File: config.mk
export PLATFORM = sky130hd
export DESIGN_NAME = bin_to_bcd_seq_flat
export DESIGN_NICKNAME = d
export VERILOG_FILES = /design/src/rtl/bin_to_bcd_seq_if.sv /design/src/rtl/bin_to_bcd_seq.sv /design/src/flat_wrapper.sv
export SDC_FILE = /design/constraint.sdc
export NUM_CORES = 1
export LEC_CHECK = 0
export ABC_AREA = 1
export BUFFER_PORTS_ARGS = -buffer_cell sky130_fd_sc_hd__clkbuf_2
export CORE_ASPECT_RATIO = 0.7
export CORE_MARGIN = 3
export CORE_UTILIZATION = 51
export DETAILED_ROUTE_END_ITERATION = 8
export HOLD_SLACK_MARGIN = 0.1
export PLACE_DENSITY_LB_ADDON = 0.3
export SYNTH_ARGS = -nofsm -noshare
export SYNTH_HDL_FRONTEND = slang
export SYNTH_SLANG_ARGS = --single-unit
File: constraint.sdc
create_clock -name clk -period 1.1 [get_ports clk]
set_input_delay 0.275 -clock clk [delete_from_list [all_inputs] [get_ports clk]]
set_output_delay 0.275 -clock clk [all_outputs]
set_load 0.01 [all_outputs]
File: src/rtl/bin_to_bcd_seq_if.sv
// Handshake/result bundle between a binary source and the bin_to_bcd_seq converter.
// The master drives start/bin; the converter (slave) returns busy/done/bcd/overflow/blank.
interface bin_to_bcd_seq_if #(
   parameter int IN_WIDTH = 16,
   parameter int DIGITS   = 5
);
   logic                  start;
   logic [IN_WIDTH-1:0]   bin;
   logic                  busy;
   logic                  done;
   logic [4*DIGITS-1:0]   bcd;
   logic                  overflow;
   logic [DIGITS-1:0]     blank;

   modport master (
      output start, bin,
      input  busy, done, bcd, overflow, blank
   );

   modport slave (
      input  start, bin,
      output busy, done, bcd, overflow, blank
   );
endinterface

File: src/rtl/bin_to_bcd_seq.sv
// Sequential double-dabble binary-to-BCD converter: one shift per cycle, result held between runs.
// Define BIN_TO_BCD_BLANK_EN to build the leading-zero blank mask; otherwise blank is tied to 0.
module bin_to_bcd_seq #(
   parameter int IN_WIDTH = 16,
   parameter int DIGITS   = 5
) (
   input  logic            clk,
   input  logic            rst,
   bin_to_bcd_seq_if.slave bus
);
   localparam int BCD_W = 4 * DIGITS;
   localparam int CNT_W = $clog2(IN_WIDTH + 1);

   typedef enum logic [1:0] {IDLE, SHIFT, FINISH} state_t;

   state_t               state_q, state_d;
   logic [IN_WIDTH-1:0]  shift_q, shift_d;
   logic [BCD_W-1:0]     scratch_q, scratch_d;
   logic                 ovf_q, ovf_d;
   logic [CNT_W-1:0]     cnt_q, cnt_d;
   logic [BCD_W-1:0]     bcd_q, bcd_d;
   logic                 overflow_q, overflow_d;
   logic                 done_q, done_d;
   logic [BCD_W-1:0]     adj;

   // Add-3 correction uses the pre-add value of every digit in parallel.
   genvar gi;
   generate
      for (gi = 0; gi < DIGITS; gi++) begin : g_adj
         assign adj[4*gi +: 4] = (scratch_q[4*gi +: 4] >= 4'd5) ?
                                 scratch_q[4*gi +: 4] + 4'd3 :
                                 scratch_q[4*gi +: 4];
      end
   endgenerate

`ifdef BIN_TO_BCD_BLANK_EN
   logic [DIGITS-1:0] blank_q, blank_d, blank_calc;

   // A digit blanks when it and every digit above it are zero; units never blank.
   generate
      for (gi = 0; gi < DIGITS; gi++) begin : g_blank
         if (gi == 0) begin : g_units
            assign blank_calc[gi] = 1'b0;
         end else begin : g_upper
            assign blank_calc[gi] = ~ovf_q && (scratch_q[BCD_W-1:4*gi] == '0);
         end
      end
   endgenerate

   assign bus.blank = blank_q;
`else
   assign bus.blank = '0;
`endif

   always_comb begin
      state_d    = state_q;
      shift_d    = shift_q;
      scratch_d  = scratch_q;
      ovf_d      = ovf_q;
      cnt_d      = cnt_q;
      bcd_d      = bcd_q;
      overflow_d = overflow_q;
      done_d     = 1'b0;
`ifdef BIN_TO_BCD_BLANK_EN
      blank_d    = blank_q;
`endif
      case (state_q)
         IDLE: begin
            if (bus.start) begin
               shift_d   = bus.bin;
               scratch_d = '0;
               ovf_d     = 1'b0;
               cnt_d     = CNT_W'(IN_WIDTH);
               state_d   = SHIFT;
            end
         end
         SHIFT: begin
            // The bit leaving the top digit is a lost multiple of 10^DIGITS.
            {scratch_d, shift_d} = {adj[BCD_W-2:0], shift_q, 1'b0};
            ovf_d = ovf_q | adj[BCD_W-1];
            cnt_d = cnt_q - CNT_W'(1);
            if (cnt_q == CNT_W'(1)) begin
               state_d = FINISH;
            end
         end
         FINISH: begin
            bcd_d      = scratch_q;
            overflow_d = ovf_q;
            done_d     = 1'b1;
`ifdef BIN_TO_BCD_BLANK_EN
            blank_d    = blank_calc;
`endif
            state_d    = IDLE;
         end
         default: begin
            state_d = IDLE;
         end
      endcase
   end

   always_ff @(posedge clk) begin
      if (rst) begin
         state_q    <= IDLE;
         shift_q    <= '0;
         scratch_q  <= '0;
         ovf_q      <= 1'b0;
         cnt_q      <= '0;
         bcd_q      <= '0;
         overflow_q <= 1'b0;
         done_q     <= 1'b0;
`ifdef BIN_TO_BCD_BLANK_EN
         blank_q    <= '0;
`endif
      end else begin
         state_q    <= state_d;
         shift_q    <= shift_d;
         scratch_q  <= scratch_d;
         ovf_q      <= ovf_d;
         cnt_q      <= cnt_d;
         bcd_q      <= bcd_d;
         overflow_q <= overflow_d;
         done_q     <= done_d;
`ifdef BIN_TO_BCD_BLANK_EN
         blank_q    <= blank_d;
`endif
      end
   end

   assign bus.busy     = (state_q == SHIFT);
   assign bus.done     = done_q;
   assign bus.bcd      = bcd_q;
   assign bus.overflow = overflow_q;
endmodule
File: src/flat_wrapper.sv
// flat-port wrapper written by rule: the top's interface ports become plain ports
module bin_to_bcd_seq_flat 
#(
   parameter int IN_WIDTH = 16,
   parameter int DIGITS   = 5
)
  (clk, rst, bus_start, bus_bin, bus_busy, bus_done, bus_bcd, bus_overflow, bus_blank);
  bin_to_bcd_seq_if #(.IN_WIDTH(IN_WIDTH), .DIGITS(DIGITS)) bus_i ();
  input  logic clk;
  input  logic rst;
  input wire logic [$bits(bus_i.start)-1:0] bus_start;
  input wire logic [$bits(bus_i.bin)-1:0] bus_bin;
  output wire logic [$bits(bus_i.busy)-1:0] bus_busy;
  output wire logic [$bits(bus_i.done)-1:0] bus_done;
  output wire logic [$bits(bus_i.bcd)-1:0] bus_bcd;
  output wire logic [$bits(bus_i.overflow)-1:0] bus_overflow;
  output wire logic [$bits(bus_i.blank)-1:0] bus_blank;
  assign bus_i.start = bus_start;
  assign bus_i.bin = bus_bin;
  assign bus_busy = bus_i.busy;
  assign bus_done = bus_i.done;
  assign bus_bcd = bus_i.bcd;
  assign bus_overflow = bus_i.overflow;
  assign bus_blank = bus_i.blank;
  bin_to_bcd_seq #(.IN_WIDTH(IN_WIDTH), .DIGITS(DIGITS)) u_core (.clk(clk), .rst(rst), .bus(bus_i));
endmodule
==> results of run 1 <==
==> flip-flops by register name, indices dropped and copies added, names as in the netlist <==
signal,count
u_core.bus.bcd,20
u_core.scratch_q,20
u_core.shift_q,16
u_core.cnt_q,5
u_core.state_q,2
u_core.bus.done,1
u_core.bus.overflow,1
u_core.ovf_q,1
==> critical path: stages, from the launching register on <==
cell	delay [ns]
dfxtp_2	0.35
buf_4	0.15
o21ai_0	0.34
nand2_1	0.15
nand2_1	0.13
nor2_1	0.07
nor2_1	0.18
nor2_1	0.08
==> per-layer routing <==
layer | wire [um] | track usage (%)
met1 | 5070 | 37.3
met2 | 6380 | 52.2
met3 | 1550 | 8.56
met4 | 1290 | 18.8
met5 | 0 | 0
==> worst paths after layout <==
path,cells after the start,slack (ns),endpoint,start
worst max-delay path,7,-0.48,u_core.ovf_q,u_core.scratch_q[16]
worst min-delay path,3,0.15,u_core.shift_q[0],bus_bin[0]
worst max register to register,7,-0.48,u_core.ovf_q,u_core.scratch_q[16]
worst min register to register,2,0.47,u_core.shift_q[0],u_core.shift_q[0]
==> layout by cell type (no fill, tap or decap), types with 6 or more instances in the layout <==
master | synthesis | layout
nand3_1 | 36 | 13
nand2_1 | 119 | 69
buf_16 | 0 | 6
inv_2 | 2 | 10
a21oi_1 | 43 | 31
o21ai_0 | 39 | 18
nand2_4 | 2 | 22
buf_4 | 6 | 48
clkbuf_8 | 0 | 9
clkbuf_2 | 1 | 24
inv_1 | 46 | 24
dfxtp_2 | 0 | 31
buf_6 | 6 | 25
buf_12 | 0 | 8
o21ai_1 | 0 | 18
nor2_1 | 20 | 13
nand2_2 | 0 | 30
a21oi_2 | 0 | 12
nand3_2 | 0 | 18
nand4_1 | 12 | 12
dfxtp_1 | 66 | 30
nor2_2 | 0 | 6
ha_4 | 0 | 10
inv_4 | 1 | 14
==> cell usage after synthesis <==
library cell  instances  area share [%]
a22oi_1               3            0.73
a31oi_1               1            0.20
nor2_4                2            0.73
ha_1                 12             4.8
nand3_1              36             5.8
o21ai_0              39             6.3
dfxtp_1              66              43
buf_6                 6             2.2
nor3b_1               1            0.24
nand4_1              12             2.4
a21oi_1              43             6.9
buf_2                 4            0.65
inv_1                46             5.6
nand2_1             119              14
inv_4                 1            0.20
buf_1                 1            0.12
inv_2                 2            0.24
buf_4                 6             1.5
nor2_1               20             2.4
o31ai_1               1            0.24
nand2_4               2            0.73
conb_1                1            0.12
clkbuf_1              5            0.61
clkbuf_2              1            0.16
==> area by class of cell <==
class | instances | area [um2] | area share (%)
well taps | 75 | 93.8 | 1.83
clock inverters | 7 | 118 | 2.30
clock buffers | 9 | 124 | 2.42
multi-input cells | 296 | 2080 | 40.5
inverters | 49 | 226 | 4.42
repair buffers | 115 | 1110 | 21.6
flip-flops and latches | 66 | 1380 | 26.9
==> timing repair <==
item                                    4_1_cts  5_1_grt
resized for setup                            95      188
setup buffers                                16       13
pin swaps                                    28       49
endpoints found under the setup margin       66       85
gates cloned                                  7        0
==> power by group through the flow <==
stage / sequential [mW] / combinational (mW) / clock, mW
2_1_floorplan: 2.60 / 0.477 / 0
5_1_grt: 2.59 / 1.57 / 2.67
3_5_place_dp: 2.60 / 0.747 / 0
4_1_cts: 2.55 / 1.17 / 2.50
6_report: 2.59 / 1.53 / 2.58
3_3_place_gp: 2.60 / 0.734 / 0
==> cell families (layout without fill, tap and decap cells) <==
logic type,count (synthesis),in the layout,synth area share [%]
DFF,66,66,42.6
adders and majority gates,12,12,4.85
buffers and inverters,72,180,11.2
and+or+nand+nor,192,192,26.8
other,1,5,0.121
AOI/OAI and AO/OA,87,87,14.4
==> impl_metrics.csv, run 1 <==
group,metric,value,unit
pwr,power_frac_comb,22.9,%
floorplan,die_h,71.2,um
clock_tree,cts.clk_slew.worst_paths,0.08,ns
finish,fillers,222,
sta,finalCritPeriodShare,144,%
floorplan,die-area,7060,um2
routing,ant_nets,0,
finish,nets,568,
routing,remaining_drc_errors,0,
floorplan,rows,23,
placed_design,dp_hpwl,5.08,mm
worst_setup_path,arrival,1.80,ns
clock_tree,clk_latency,0.36,ns
pwr,pwr_density_cell,1310,nW/um2
finish,fin_cells,617,
pwr,internal_power,4.71,mW
routing,viasPerCell,6.35,
grt,grt_pass1_vias,3622,
routing,vias,3919,
pwr,ir_drop,1.42,mV
grt,grt_max_degree,26,
worst_setup_path,critPathLaunchType,"flop",
grt,grt_remaining_overflow,0,
sta,finalSetupTns,-7.91,ns
clock_tree,ctsHoldBuffers,0,
pwr,p_switching,1.99,mW
floorplan,core_area,5810,um2
floorplan,start_util,53.3,%
yosys,synth_area,3100,um2
placed_design,dp.cells,570,
yosys,ys_seq_area_share,42.6,%
clock_tree,cts_htree_levels,3,
yosys,yosysWarningCount,0,
clock_tree,cts_buffers,9,
worst_setup_path,crit_type,"reg2reg",
worst_hold_path,worst_hold_path_type,"in2reg",
floorplan,ioPinCount,47,
routing,drt_first_pass_iters,8,
clock_tree,cts_buffer_depth,2,
finish,drive_gt1_share,56.5,%
placed_design,dp_slack,-0.138,ns
finish,design_area,5120,um2
grt,grt_antenna_before_repair,0,
yosys,ys_ff_latch,66,
outcome,violations,"negative setup slack",
sta,final.setup.worst_slack,-0.482,ns
sta,hold_viol_final,0,
outcome,status,"finished with violations",
placed_design,placed_area,3660,um2
clock_tree,clock-sinks,66,
clock_tree,cts_tree,"yes",
finish,area_growth,65.4,%
worst_setup_path,crit_path_end_kind,"flop",
worst_setup_path,critPathMaxFanout,3,
yosys,syn_inst,430,
pwr,power,6.70,mW
sta,finalClockSkew,0.0128,ns
pwr,seq_power_share,38.6,%
yosys,ys_types,24,
pwr,clockPowerShare,38.5,%
sta,finalSetupViolCount,65,
pwr,p_leak,2.45,nW
pwr,swShare,29.8,%
sta,hold-worst-slack,0.147,ns
placed_design,portBuffers,41,
grt,grt_first_pass_wirelength,17.8,mm
routing,wl_per_cell,23.2,um
yosys,postSynthAreaPerCell,7.20,um2
sta,final_max_slew_viol_count,0,
finish,post-route-util,88.1,%
sta,rsz0062_at_grt,"true",
sta,min_period,1.58,ns
grt,grtUsageTotal,31.6,%
floorplan,die_x,99.2,um
worst_setup_path,cp.required,1.32,ns
routing,drt-initial-drc-count,563,
routing,routed_wl,14.3,mm
sta,clock.fmax,632,MHz
clock_tree,cts_root_buf,"clkbuf_8",
job,drv_cap,0,
finish,antenna_cells,0,
placed_design,gp_congestion,0.956,
Power figures use the tool's default switching activity.
==> run 2: changes to the inputs <==
--- a/config.mk
+++ b/config.mk
@@ -12,7 +12,7 @@
 export CORE_UTILIZATION = 51
 export DETAILED_ROUTE_END_ITERATION = 8
 export HOLD_SLACK_MARGIN = 0.1
-export PLACE_DENSITY_LB_ADDON = 0.3
+export PLACE_DENSITY = 0.78
 export SYNTH_ARGS = -nofsm -noshare
 export SYNTH_HDL_FRONTEND = slang
 export SYNTH_SLANG_ARGS = --single-unit
==> run 2 against run 1 <==
The flow still finishes with violations (negative setup slack). Die area unchanged. Cell count fell by 0.16%. Register-to-register slack better by 0.06 ns. Hold slack better by 0.017 ns. Combinational power about the same. Power shrank 8.0%. Global-route usage decreased by 5.2 points. Clock power fell by 19%. Sequential power barely moved. Maximum frequency up 4.2%. Via count shrank 1.3%.
==> impl_metrics.csv, run 2 (synthesis results as in run 1) <==
group,metric,value,unit
finish,antenna_cells,0,
routing,routed_wl,13.6,mm
clock_tree,cts.clk_slew.worst_paths,0.07,ns
worst_setup_path,critPathMaxFanout,7,
finish,fillers,225,
sta,finalClockSkew,0.0102,ns
grt,grt_max_degree,29,
finish,final_common_cell,"nand2_1",
clock_tree,cts_tree,"yes",
routing,drt-initial-drc-count,398,
sta,final.setup.worst_slack,-0.419,ns
worst_setup_path,reg2reg_from,"u_core.state_q[1]",
clock_tree,cts_buffer_depth,2,
floorplan,die_h,71.2,um
grt,met3_usage,6.52,%
placed_design,gp_congestion,0.935,
sta,finalSetupTns,-10.45,ns
grt,grtUsageTotal,26.4,%
placed_design,portBuffers,41,
sta,finalCritPeriodShare,138,%
grt,grt_antenna_before_repair,0,
routing,viasPerCell,6.28,
grt,met2_usage,42.9,%
worst_setup_path,arrival,1.80,ns
worst_setup_path,timing.rr.end,"u_core.cnt_q[3]",
sta,rsz0062_at_grt,"true",
floorplan,ioPinCount,47,
routing,drt_first_pass_iters,6,
clock_tree,clk_latency,0.36,ns
placed_design,dp_hpwl,5.18,mm
routing,remaining_drc_errors,0,
worst_setup_path,crit_path_end_kind,"flop",
grt,busiest_layer,"met2",
worst_setup_path,reg2reg_depth,8,
clock_tree,cts_htree_levels,3,
grt,grt_pass1_vias,3166,
pwr,p_leak,2.43,nW
grt,met1_usage,32.9,%
floorplan,start_util,53.3,%
finish,design_area,5080,um2
worst_setup_path,crit_type,"reg2reg",
placed_design,placed_area,3670,um2
routing,wl_per_cell,22.1,um
finish,area_growth,63.9,%
worst_setup_path,worst-r2r-setup-slack,-0.42,ns
sta,hold_viol_final,0,
worst_hold_path,hold_path_depth,3,
routing,ant_nets,0,
clock_tree,cts_root_buf,"clkbuf_8",
finish,nets,568,
worst_hold_path,min_to,"u_core.shift_q[0]",
finish,final_cell_mix,"nand2_1 (79), buf_4 (44), dfxtp_1 (32), inv_1 (31), dfxtp_2 (29)",
grt,grt_first_pass_wirelength,14.7,mm
pwr,ir_drop,0.996,mV
sta,clock.fmax,658,MHz
floorplan,die_x,99.2,um
outcome,violations,"negative setup slack",
worst_hold_path,min_from,"bus_bin[0]",
sta,finalSetupViolCount,66,
clock_tree,clock-sinks,66,
floorplan,die-area,7060,um2
floorplan,rows,23,
outcome,status,"finished with violations",
clock_tree,cts_buffers,9,
grt,grt_remaining_overflow,0,
routing,vias,3867,
sta,final_max_slew_viol_count,0,
worst_hold_path,worst_hold_path_type,"in2reg",
job,drv_cap,0,
sta,min_period,1.52,ns
pwr,pwr_density_cell,1210,nW/um2
floorplan,core_area,5810,um2
finish,drive_gt1_share,54.2,%
worst_setup_path,critPathLaunchType,"flop",
worst_setup_path,cp.required,1.38,ns
==> run 2: cell types whose count changed in the layout (fill, tap and decap cells not counted), moves of 4 or more <==
cell,change
a21oi_1,-5
buf_6,-4
o21ai_1,-13
a21oi_2,+5
o21ai_2,+14
nor2_2,-4
inv_4,-6
buf_4,-4
inv_1,+7
clkbuf_16,+6
nand2_2,-11
nor2_1,+5
nand2_1,+10
==> run 2: layout make-up <==
cell class	count	area [um2]	share of cell area, %
Clock inverter	5	55.1	1.08
Inverter	49	224	4.41
Multi-Input combinational cell	296	2040	40.3
Timing Repair Buffer	115	1140	22.6
Sequential cell	66	1380	27.1
Clock buffer	10	138	2.71
Tap cell	75	93.8	1.85
==> run 2: repair_timing <==
action / 4_1_cts / 5_1_grt
hold buffers: 0 / 0
gates cloned: 5 / 6
setup endpoints to repair: 51 / 80
resized for setup: 51 / 216
setup buffers: 11 / 12
pin swaps: 9 / 33
==> run 2: critical path, cell delays in order, from the launching register on <==
cell	delay, ns
dfxtp_4	0.38
nor2_4	0.15
buf_12	0.13
buf_6	0.12
buf_12	0.14
nand4_1	0.14
o21ai_1	0.16
nand2_1	0.08
nor2_1	0.14
==> run 2: metal layers <==
metal,vias to the layer above,part of all wire (%)
met4,0,7.6
met2,339,46
met5,-,0
li1,1614,-
met1,1793,35
met3,121,11
==> run 2: report_power, final <==
| part | total, mW | internal [mW] | switching, mW |
|---|---|---|---|
| combinational | 1.50 | 0.713 | 0.790 |
| sequential | 2.58 | 2.49 | 0.0905 |
| clock | 2.08 | 1.09 | 0.998 |
| total | 6.16 | 4.29 | 1.88 |
==> run 2: how the worst max path moves through the flow <==
| stage | start | endpoint | slack, ns |
|---|---|---|---|
| after floorplan | u_core.scratch_q[4] | u_core.scratch_q[8] | -0.02 |
| after global placement | u_core.scratch_q[8] | u_core.scratch_q[12] | -0.09 |
| after detailed placement | u_core.scratch_q[9] | u_core.scratch_q[12] | -0.11 |
| after CTS | u_core.state_q[0] | bus_busy | -0.29 |
| after global routing | u_core.state_q[1] | u_core.cnt_q[3] | -0.43 |
| final | u_core.state_q[1] | u_core.cnt_q[3] | -0.42 |
==> run 2: stage by stage <==
stage          total power, mW  setup slack (ns)  util [%]  std cells  hold WS, ns
2_1_floorplan             3.08           -0.0210         -        434        0.422
3_5_place_dp              3.36            -0.110      63.2        571        0.447
6_report                  6.17            -0.419      87.3        616        0.164
5_1_grt                   6.32            -0.427      87.3        616        0.154
3_3_place_gp              3.34           -0.0949      63.2        571        0.448
4_1_cts                   5.70            -0.286      73.0        602        0.149
==> run 3: changes to the inputs <==
--- a/config.mk
+++ b/config.mk
@@ -13,6 +13,8 @@
 export DETAILED_ROUTE_END_ITERATION = 8
 export HOLD_SLACK_MARGIN = 0.1
 export PLACE_DENSITY = 0.78
+export SKIP_CTS_REPAIR_TIMING = 1
+export SKIP_LAST_GASP = 1
 export SYNTH_ARGS = -nofsm -noshare
 export SYNTH_HDL_FRONTEND = slang
 export SYNTH_SLANG_ARGS = --single-unit
==> run 3 against run 2 <==
The run still ends with negative setup slack left. Maximum frequency up 6.6%. Critical path depth decreased by 4. Wire length decreased by 31%. Clock power decreased by 2%. Sequential power about the same. Utilization down 12 points. Count of clock-buffer cells in the layout did not move.
==> impl_metrics.csv, run 3 (synthesis results as in run 1) <==
group,metric,value,unit
grt,grt_max_degree,30,
sta,min_period,1.42,ns
routing,remaining_drc_errors,0,
sta,finalClockSkew,0.00895,ns
worst_hold_path,worst_hold_path_type,"in2reg",
grt,grtUsageTotal,22.0,%
floorplan,core_area,5810,um2
grt,grt_remaining_overflow,0,
placed_design,gp_congestion,0.935,
sta,rsz0062_at_grt,"true",
floorplan,ioPinCount,47,
pwr,pwr_density_cell,1280,nW/um2
pwr,ir_drop,0.825,mV
routing,vias,3332,
grt,grt_pass1_vias,2892,
routing,ant_nets,0,
clock_tree,cts_buffers,9,
finish,final_common_cell,"nand2_1",
clock_tree,cts_root_buf,"clkbuf_8",
sta,finalSetupTns,-4.70,ns
worst_setup_path,cp_slowest_cell,"dfxtp_2",
placed_design,portBuffers,41,
clock_tree,clock-sinks,66,
finish,final_cell_mix,"nand2_1 (101), buf_4 (49), a21oi_1 (36), dfxtp_1 (34), inv_1 (30)",
grt,grt_first_pass_wirelength,12.5,mm
finish,fillers,387,
worst_setup_path,arrival,1.15,ns
routing,wl_per_cell,15.6,um
finish,post-route-util,75.7,%
worst_setup_path,worstPathBufferInverterCount,3,
job,drv_cap,0,
pwr,power,5.64,mW
routing,routed_wl,9.41,mm
worst_setup_path,cpLargestDelayFamily,"flip-flops",
placed_design,dp_slack,-0.110,ns
floorplan,die_h,71.2,um
sta,final_max_slew_viol_count,0,
pwr,p_leak,2.06,nW
worst_setup_path,cp.required,0.82,ns
clock_tree,cts.clk_slew.worst_paths,0.07,ns
finish,drive_gt1_share,41.9,%
worst_setup_path,crit_type,"reg2out",
routing,drt-initial-drc-count,299,
worst_setup_path,critPathLaunchType,"flop",
finish,area_growth,42.0,%
worst_setup_path,path_cells,"inv_2 -> nor2_4 -> buf_12 -> buf_6",
clock_tree,cts_buffer_depth,2,
routing,viasPerCell,5.53,
worst_setup_path,worst-r2r-setup-slack,-0.26,ns
floorplan,rows,23,
floorplan,start_util,53.3,%
clock_tree,cts_htree_levels,3,
finish,antenna_cells,0,
clock_tree,cts_tree,"yes",
clock_tree,clk_latency,0.35,ns
routing,drt_first_pass_iters,5,
sta,finalSetupViolCount,45,
grt,grt_antenna_before_repair,0,
sta,hold_viol_final,0,
outcome,violations,"negative setup slack",
finish,nets,555,
worst_setup_path,crit_path_end_kind,"output pin",
worst_setup_path,critPathMaxStageDelay,0.35,ns
floorplan,die_x,99.2,um
floorplan,die-area,7060,um2
sta,clock.fmax,702,MHz
sta,final.setup.worst_slack,-0.325,ns
worst_setup_path,critPathMaxFanout,5,
sta,finalCritPeriodShare,130,%
outcome,status,"finished with violations",
placed_design,dp_hpwl,5.18,mm
-- run 3: cell count changes in the layout (fill, tap and decap cells not counted), sizes merged --
cell,before,now
clkinv,3,2
clkbuf,42,38
inv,48,49
buf,83,74
-- run 3: worst reg2reg max path, cell delays in order, from the launching register on --
cell	delay, ns
dfxtp_2	0.35
inv_2	0.06
nor2_4	0.16
buf_4	0.15
clkbuf_16	0.14
nand2_2	0.07
buf_4	0.14
o21ai_0	0.20
-- run 3: worst paths after layout --
kind / start / end / cells past startpoint
max: u_core.state_q[0] / bus_busy / 4
min: bus_bin[0] / u_core.shift_q[0] / 3
max reg2reg: u_core.state_q[0] / u_core.shift_q[8] / 7
min reg2reg: u_core.shift_q[9] / u_core.shift_q[9] / 2
-- run 3: metrics by stage --
stage / cells / area [um2] / hold slack, ns
finish: 603 / 4400 / 0.159
global route: 603 / 4400 / 0.159
CTS: 586 / 3860 / 0.153
detailed placement: 571 / 3670 / 0.447
global placement: 571 / 3670 / 0.448
floorplan: 434 / 3140 / 0.422
-- run 3: report_power, final --
| part | internal, mW | leakage [nW] | switching (mW) | total (mW) |
|---|---|---|---|---|
| Clock | 1.09 | 0.0941 | 0.940 | 2.03 |
| Combinational | 0.495 | 1.41 | 0.553 | 1.05 |
| Sequential | 2.49 | 0.552 | 0.0727 | 2.56 |
| Total | 4.07 | 2.06 | 1.57 | 5.64 |
-- run 3: layout make-up --
type                            instances  area [um2]  area share, %
Multi-Input combinational cell        296        1720           39.0
Tap cell                               75        93.8           2.13
Inverter                               49         199           4.52
Clock inverter                          5        55.1           1.25
Timing Repair Buffer                  102         830           18.9
Clock buffer                           10         138           3.13
Sequential cell                        66        1370           31.1
-- run 3: metal layers --
| layer | global-route usage (%) | vias up | part of all wire, % |
|---|---|---|---|
| met5 | 0 | - | 0 |
| li1 | - | 1582 | - |
| met2 | 36.8 | 171 | 48 |
| met4 | 8.03 | 0 | 4.0 |
| met1 | 27.3 | 1536 | 41 |
| met3 | 6.23 | 43 | 7.1 |
